--- src/rtl/inside_range_pkg.sv ---
// Shared widths and the stage-1 register layout for the inside_range point-in-circle check.
package inside_range_pkg;

  localparam int N_DEF = 8;
  localparam int DW    = N_DEF + 3;      // signed coordinate difference
  localparam int SQW   = 2 * N_DEF + 6;  // square of a difference
  localparam int SUMW  = 2 * N_DEF + 7;  // sum of the two squares

  typedef struct packed {
    logic                 valid;
    logic signed [DW-1:0] dx;
    logic signed [DW-1:0] dy;
    logic [N_DEF:0]       rj;
  } s1_t;

endpackage

--- src/rtl/inside_range_sq.sv ---
// Combinational squarer: signed W-bit operand in, exact unsigned 2W-bit square out.
module inside_range_sq #(
  parameter int W = 11
) (
  input  logic signed [W-1:0]   a,
  output logic        [2*W-1:0] sq
);

  logic signed [2*W-1:0] prod;

  assign prod = (2*W)'(a) * (2*W)'(a);
  assign sq   = $unsigned(prod);

endmodule

--- src/rtl/inside_range.sv ---
// Two-stage pipelined test of whether P lies inside or on the circle of radius rJ around J.
// Optional `define INSIDE_RANGE_DIST_EN adds the registered squared distance on dist_sq.
module inside_range
  import inside_range_pkg::*;
#(
  parameter int N = N_DEF
) (
  input  logic                clk,
  input  logic                rst,
  input  logic                in_valid,
  input  logic signed [N+1:0] xP,
  input  logic signed [N+1:0] yP,
  input  logic signed [N-1:0] xJ,
  input  logic signed [N-1:0] yJ,
  input  logic        [N:0]   rJ,
  output logic                out_valid,
  output logic                in_range
`ifdef INSIDE_RANGE_DIST_EN
  ,
  output logic [2*N+6:0]      dist_sq
`endif
);

  s1_t                  s1;
  logic signed [DW-1:0] dx_c;
  logic signed [DW-1:0] dy_c;
  logic [SQW-1:0]       dx_sq;
  logic [SQW-1:0]       dy_sq;
  logic [2*N+3:0]       r_sq;
  logic [SUMW-1:0]      sum;
  logic                 in_range_c;

  assign dx_c = DW'(xP) - DW'(xJ);
  assign dy_c = DW'(yP) - DW'(yJ);

  always_ff @(posedge clk or posedge rst) begin
    if (rst) begin
      s1 <= '0;
    end else begin
      s1.valid <= in_valid;
      if (in_valid) begin
        s1.dx <= dx_c;
        s1.dy <= dy_c;
        s1.rj <= rJ;
      end
    end
  end

  inside_range_sq #(.W(DW)) u_sq_dx (.a(s1.dx), .sq(dx_sq));
  inside_range_sq #(.W(DW)) u_sq_dy (.a(s1.dy), .sq(dy_sq));
  // Radius is unsigned: prepend a zero sign bit so the signed squarer can be reused.
  inside_range_sq #(.W(N+2)) u_sq_r (.a($signed({1'b0, s1.rj})), .sq(r_sq));

  always_comb begin
    sum        = SUMW'(dx_sq) + SUMW'(dy_sq);
    in_range_c = (sum <= SUMW'(r_sq));
  end

  always_ff @(posedge clk or posedge rst) begin
    if (rst) begin
      out_valid <= 1'b0;
      in_range  <= 1'b0;
`ifdef INSIDE_RANGE_DIST_EN
      dist_sq   <= '0;
`endif
    end else begin
      out_valid <= s1.valid;
      if (s1.valid) begin
        in_range <= in_range_c;
`ifdef INSIDE_RANGE_DIST_EN
        dist_sq  <= sum;
`endif
      end
    end
  end

endmodule

--- config.mk ---
export PLATFORM = sky130hd
export DESIGN_NAME = inside_range
export DESIGN_NICKNAME = d
export VERILOG_FILES = /design/src/rtl/inside_range_pkg.sv /design/src/rtl/inside_range_sq.sv /design/src/rtl/inside_range.sv
export SDC_FILE = /design/constraint.sdc
export NUM_CORES = 1
export LEC_CHECK = 0
export BUFFER_PORTS_ARGS = -buffer_cell sky130_fd_sc_hd__buf_2
export CORE_MARGIN = 3
export CORE_UTILIZATION = 40
export CTS_CLUSTER_DIAMETER = 150
export CTS_CLUSTER_SIZE = 30
export DETAILED_ROUTE_END_ITERATION = 10
export GPL_ROUTABILITY_DRIVEN = 0
export MAX_ROUTING_LAYER = met4
export PLACE_DENSITY_LB_ADDON = 0.25
export SYNTH_ARGS = -nofsm -noshare
export SYNTH_HDL_FRONTEND = slang
export SYNTH_HIERARCHICAL = 1
export SYNTH_SLANG_ARGS = --single-unit
--- constraint.sdc ---
create_clock -name clk -period 20.3 [get_ports clk]
set_input_delay 0 -clock clk [delete_from_list [all_inputs] [get_ports clk]]
set_output_delay 0 -clock clk [all_outputs]
set_load 0.01 [all_outputs]
==> results of run 1 <==
## worst paths after layout
check | start | to | slack [ns] | depth (start not counted)
hold / removal | xJ[0] | s1[20] | 0.008 | 3
hold reg to reg | s1[31] | out_valid | 0.58 | 0
min in group asynchronous | rst | s1[18] | 0.39 | 4
setup / recovery | s1[19] | in_range | 11.38 | 32
setup reg to reg | s1[19] | in_range | 11.38 | 32
max in group asynchronous | rst | s1[4] | 19.51 | 4
## cell usage in the layout, fill, tap and decap left out, drive strengths merged, types with 37 or more instances in the layout
| cell type | count |
|---|---|
| o21ai | 53 |
| inv | 493 |
| nor2 | 60 |
| buf | 50 |
| ha | 201 |
| fa | 289 |
| and2 | 70 |
| a21oi | 71 |
| nor2b | 37 |
| xnor2 | 74 |
| nand2 | 144 |
## worst max-delay path: cells and delay by family, from the launching register on
family | cells | cell delay (ns)
compound gates | 9 | 1.79
xor+xnor | 3 | 0.48
fa+ha+maj | 8 | 3.14
buf+inv | 2 | 0.09
flops | 1 | 0.78
simple gates | 10 | 2.52
## cells by family after synthesis
logic type | after synthesis | share of synthesized area [%]
flops | 34 | 5.311
fa+ha+maj | 490 | 51.82
other cells | 4 | 0.09370
simple gates | 399 | 12.54
mux | 15 | 1.039
xor+xnor | 93 | 5.132
compound gates | 258 | 11.23
buf+inv | 540 | 12.84
## area by class of cell
class                   instances  area share, %
multi-input cells            1265          77.31
clock inverters                 2        0.07365
well taps                     518          3.815
flip-flops and latches         34          5.008
repair buffers                 60          2.077
clock buffers                   6         0.8176
inverters                     493          10.89
## per-stage QoR
step	util, %	cells	hold slack (ns)	setup slack (ns)
4_1_cts	43.45	2378	0.0001179	11.47
2_1_floorplan	-	1839	0.03143	12.16
5_1_grt	43.45	2378	0.01208	10.93
3_3_place_gp	42.81	2360	0.1729	11.82
3_5_place_dp	42.81	2360	0.1738	11.51
6_report	43.45	2378	0.008001	11.38
## flip-flops by register name, indices dropped and copies added (netlist names)
register	cells
in_range	1
out_valid	1
s1	32
## routing by layer
layer	vias up	track usage (%)	wire (um)
met4	0	2.376	280
li1	5709	-	-
met3	16	1.103	618
met2	111	29.25	16700
met1	5717	23.41	16050
met5	-	-	0
==> flow_summary.toml, run 1 <==
[clocking]
cts_made_buffers = 5
cts_max_level = 2
numClockSinks = 34
cts_tree = "yes"
clk_latency_ns = 0.31
cts-root-buf = "clkbuf_16"
postCtsSetupBuffers = 0
clockBufferDepth = 2
cts_hold_buf = 10
clk_pin_slew_ns = 0.06
cts_resized = 0

[critical_path]
critPathMaxFanout = 23
startpoint_type = "flop"
arrival_ns = 9.13
cp-end-kind = "flop"
cpMaxStageDelayCell = "dfrtp_1"
required_ns = 20.51
path_class = "flop to flop"
max_stage_delay_ns = 0.78

[timing]
timing.final.crit_period_ns = 8.920
clock_skew_ns = 0.01030
tightest_slew_ns = 0.7348
setup_viol = 0
finalMaxSlewViolations = 0
relSlewSlack_pct = 51.01
period_share_pct = 43.94
rsz0062_at_grt = "no"
fmax_mhz = 112.1
hold_violations = 0
setup_tns_ns = 0

[routing]
first_pass_iters = 5
drt-total-wl_um = 33650
viasPerCell = 4.858
vias = 11550
avgRoutedWirePerCell_um = 14.15
first_iter_violations = 406
drcViolationCount = 0
ant_nets = 0

[synth]
syn_avg_cell_area_um2 = 8.739
syn_inst = 1833
synth_edf_count = 0
yosysWarnings = 6
yosys.area.top_type_share_pct = 36.12
yosys_register_bits = 34
async_flop_share_pct = 100.0
synth.most_common_cell = "inv_1"
syn-cell-area_mm2 = 0.01602
ys_dominant_reg_cell = "dfrtp_1"
ys_types = 84
yosysSeqAreaShare_pct = 5.311
synthTopCellsByArea = "fa_1 36%, ha_1 16%, inv_1 12%"
ys_top_cells_by_count = "492 x inv_1, 289 x fa_1, 201 x ha_1, 143 x nand2_1, 73 x xnor2_1"
yosysTopAreaCell = "fa_1"

[cells_and_area]
regArea_um2 = 850.8
multi_input_area_mm2 = 0.01313
n_antenna_cell = 0
n_fill_cell = 3953
fin_nets = 2397
drive_gt1_share_pct = 5.753
area_growth_pct = 6.045
design_area_mm2 = 0.01699

[global_routing]
grt_max_degree = 35
grt_pass1_wl_um = 57860
overflow = 0
grt.total_usage_pct = 17.20
grt_pass1_vias = 11970
antenna_found_initial = 0

[placed_design]
hpwl_um = 29330
placed_area_mm2 = 0.01674
portBuffers = 49

[status]
status = "finished clean"

[die]
die_w_um = 206.1
coreArea_mm2 = 0.03910
rows = 72
dieArea_mm2 = 0.04249
start_util_pct = 40.97
die_h_um = 206.1
top_level_ports = 50

[min_path]
hold_path.class = "primary input to flop"

[flow_run]
cap_violations = 0
Power of run 1 is left out: the tool's default activity adds up to more than one toggle a clock period on the data nets, which glitch-free logic cannot reach.
==> run 2: changes to the inputs <==
--- a/config.mk
+++ b/config.mk
@@ -5,6 +5,7 @@
 export SDC_FILE = /design/constraint.sdc
 export NUM_CORES = 1
 export LEC_CHECK = 0
+export ABC_AREA = 1
 export BUFFER_PORTS_ARGS = -buffer_cell sky130_fd_sc_hd__buf_2
 export CORE_MARGIN = 3
 export CORE_UTILIZATION = 40
==> constraint.sdc (replaced) <==
create_clock -name clk -period 8.8 [get_ports clk]
set_input_delay 0 -clock clk [delete_from_list [all_inputs] [get_ports clk]]
set_output_delay 0 -clock clk [all_outputs]
set_load 0.01 [all_outputs]
==> run 2 against run 1 <==
  * Clock skew up 0.0055 ns
  * Non-clock buffer count up 3
  * Largest cell class unchanged
  * First-iteration DRC count up 68%
  * Register-to-register slack worse by 10 ns
  * Global-route usage up 1.1 points
  * Core utilization down 0.46 points
  * Cell count up 23%
  * Wire length up 12%
==> flow_summary.toml, run 2 <==
[timing]
tightest_slew_ns = 0.6456
worst_slack_ns = 1.165
finalMaxSlewViolations = 0
setup_tns_ns = 0
fmax_mhz = 131.0
clock_skew_ns = 0.01577
timing.final.crit_period_ns = 7.635
period_share_pct = 86.76
relSlewSlack_pct = 56.96
hold_violations = 0
setup_viol = 0
rsz0062_at_grt = "no"

[cells_and_area]
final_common_cell = "inv_1"
area_growth_pct = 5.841
top_register = "s1"
fin_nets = 2930
mostFrequentLayoutCells = "680 x inv_1, 623 x nand2_1, 289 x fa_1, 201 x ha_1, 103 x nor2_1"
utilization_pct = 42.99
n_fill_cell = 4328
largest_register_ffs = 32
drive_gt1_share_pct = 4.388
design_area_mm2 = 0.01807
largest_registers = "s1 x32, in_range x1, out_valid x1"

[clocking]
clk_latency_ns = 0.31
cts-root-buf = "clkbuf_16"
cts_tree = "yes"
cts_resized = 0
clockBufferDepth = 2
cts_max_level = 2
cts_made_buffers = 5
postCtsSetupBuffers = 0
numClockSinks = 34
clk_pin_slew_ns = 0.08

[die]
start_util_pct = 40.61
die_w_um = 212.6
rows = 75
die_h_um = 212.6
top_level_ports = 50
dieArea_mm2 = 0.04520
coreArea_mm2 = 0.04204

[global_routing]
grt-busiest-layer = "met2"
grt_pass1_wl_um = 65880
met3_usage_pct = 2.228
use_met1_pct = 24.85
grt_pass1_vias = 13970
antenna_found_initial = 1
grt_max_degree = 35
grtUsageMet2_pct = 30.56
grt.total_usage_pct = 18.28
overflow = 0

[synth]
async_flop_share_pct = 100.0
yosysWarnings = 6
synth_top_family_by_area = "adder cells"
ys_dominant_reg_cell = "dfrtp_1"
syn_inst = 2369
synthTopCellsByArea = "fa_1 34%, inv_1 15%, ha_1 15%"
synth_edf_count = 0
synth.most_common_cell = "inv_1"
synth-simple-area-share_pct = 20.91
syn-cell-area_mm2 = 0.01707
yosys.area_share.xor_xnor_pct = 3.539
synth_mux_area_share_pct = 0.1319
syn_avg_cell_area_um2 = 7.207
ys_top_cells_by_count = "680 x inv_1, 623 x nand2_1, 289 x fa_1, 201 x ha_1, 103 x nor2_1"
ys_types = 46
synth-compound-area-share_pct = 5.503
yosys_register_bits = 34
yosysSeqAreaShare_pct = 4.983
synth_nets = 2907
yosysTopAreaCell = "fa_1"
synthAdderAreaFrac_pct = 48.61
yosys.area.top_type_share_pct = 33.89

[routing]
first_iter_violations = 684
vias = 13710
viasPerCell = 4.673
drt-total-wl_um = 37650
ant_nets = 0
avgRoutedWirePerCell_um = 12.84
drcViolationCount = 0
first_pass_iters = 5

[status]
status = "finished clean"

[critical_path]
required_ns = 9.06
cpMaxStageDelayCell = "dfrtp_1"
path_common_cell = "nand2_1"
rr_endpoint = "in_range"
arrival_ns = 7.89
startpoint_type = "flop"
cp-end-kind = "flop"
worstRegToRegCells = 30
max_stage_delay_ns = 0.71
r2r_start = "s1[30]"
critPathMaxFanout = 17
path_class = "flop to flop"
reg2reg_slack_ns = 1.17

[min_path]
hold_path.class = "primary input to flop"
worstHoldEndpoint = "s1[9]"
min_path_cells = 3
hp-start = "yJ[0]"

[placed_design]
hpwl_um = 33090
place_worst_setup_slack_ns = 1.242
portBuffers = 49
placed_area_mm2 = 0.01782

[flow_run]
cap_violations = 0
## run 2: cell count changes in the layout (fill, tap and decap cells not counted), moves of 18 or more
cell     previous run  this run
nor2b_1            35         0
nor2_1             59       103
a21o_1             27         5
a21oi_1            68        86
nand2_1           143       623
nand3_1            16        84
xnor2_1            73        21
xor2_1             19        48
inv_1             492       680
and2_1             70         2
## run 2: how the worst max path moves through the flow
stage,from,to,slack (ns),cells after the start
after floorplan,s1[22],in_range,2.12,38
after global placement,s1[30],in_range,1.15,30
after detailed placement,s1[30],in_range,1.24,29
after CTS,s1[30],in_range,1.22,30
after global routing,s1[30],in_range,0.64,36
final,s1[30],in_range,1.17,30
## run 2: layout make-up
cell class / instances / area [um2] / area share, %
diodes: 1 / 2.502 / 0.01385
clock buffers: 6 / 138.9 / 0.7685
clock inverters: 2 / 12.51 / 0.06924
inverters: 683 / 2564 / 14.19
multi-input cells: 1605 / 13450 / 74.44
flip-flops and latches: 34 / 850.8 / 4.708
well taps: 539 / 674.4 / 3.732
repair buffers: 63 / 375.4 / 2.077
## run 2: kinds of logic after synthesis
| logic type | count (synthesis) |
|---|---|
| and+or+nand+nor | 877 |
| buffers and inverters | 730 |
| adders and majority gates | 490 |
| AOI/OAI and AO/OA | 163 |
| xor gates and xnor gates | 69 |
| DFF | 34 |
| other | 4 |
| muxes | 2 |
## run 2: critical path, delay by kind of cell (launching register included)
| kind | cells | cell delay [ns] |
|---|---|---|
| buf+inv | 4 | 0.39 |
| simple gates | 14 | 1.94 |
| fa+ha+maj | 8 | 3.52 |
| xor+xnor | 1 | 0.29 |
| compound gates | 3 | 0.72 |
| flops | 1 | 0.71 |
## run 2: what timing repair did
action                     4_1_cts  5_1_grt
setup endpoints to repair        0        0
hold buffers                    10        0
hold endpoints to repair        43        0
## run 2: metrics by stage
| stage | hold WS, ns | cells |
|---|---|---|
| floorplan | 0.03143 | 2369 |
| global placement | 0.1633 | 2914 |
| detailed placement | 0.1611 | 2914 |
| CTS | 0.03193 | 2932 |
| global route | 0.04713 | 2933 |
| finish | 0.03299 | 2933 |
## run 2: per-layer routing
metal / part of all wire, % / up-vias
met4: 0.72 / 0
met3: 3.8 / 22
met1: 48 / 6480
met2: 48 / 230
li1: - / 6974
met5: 0 / -
Power of run 2 is left out for the same reason.
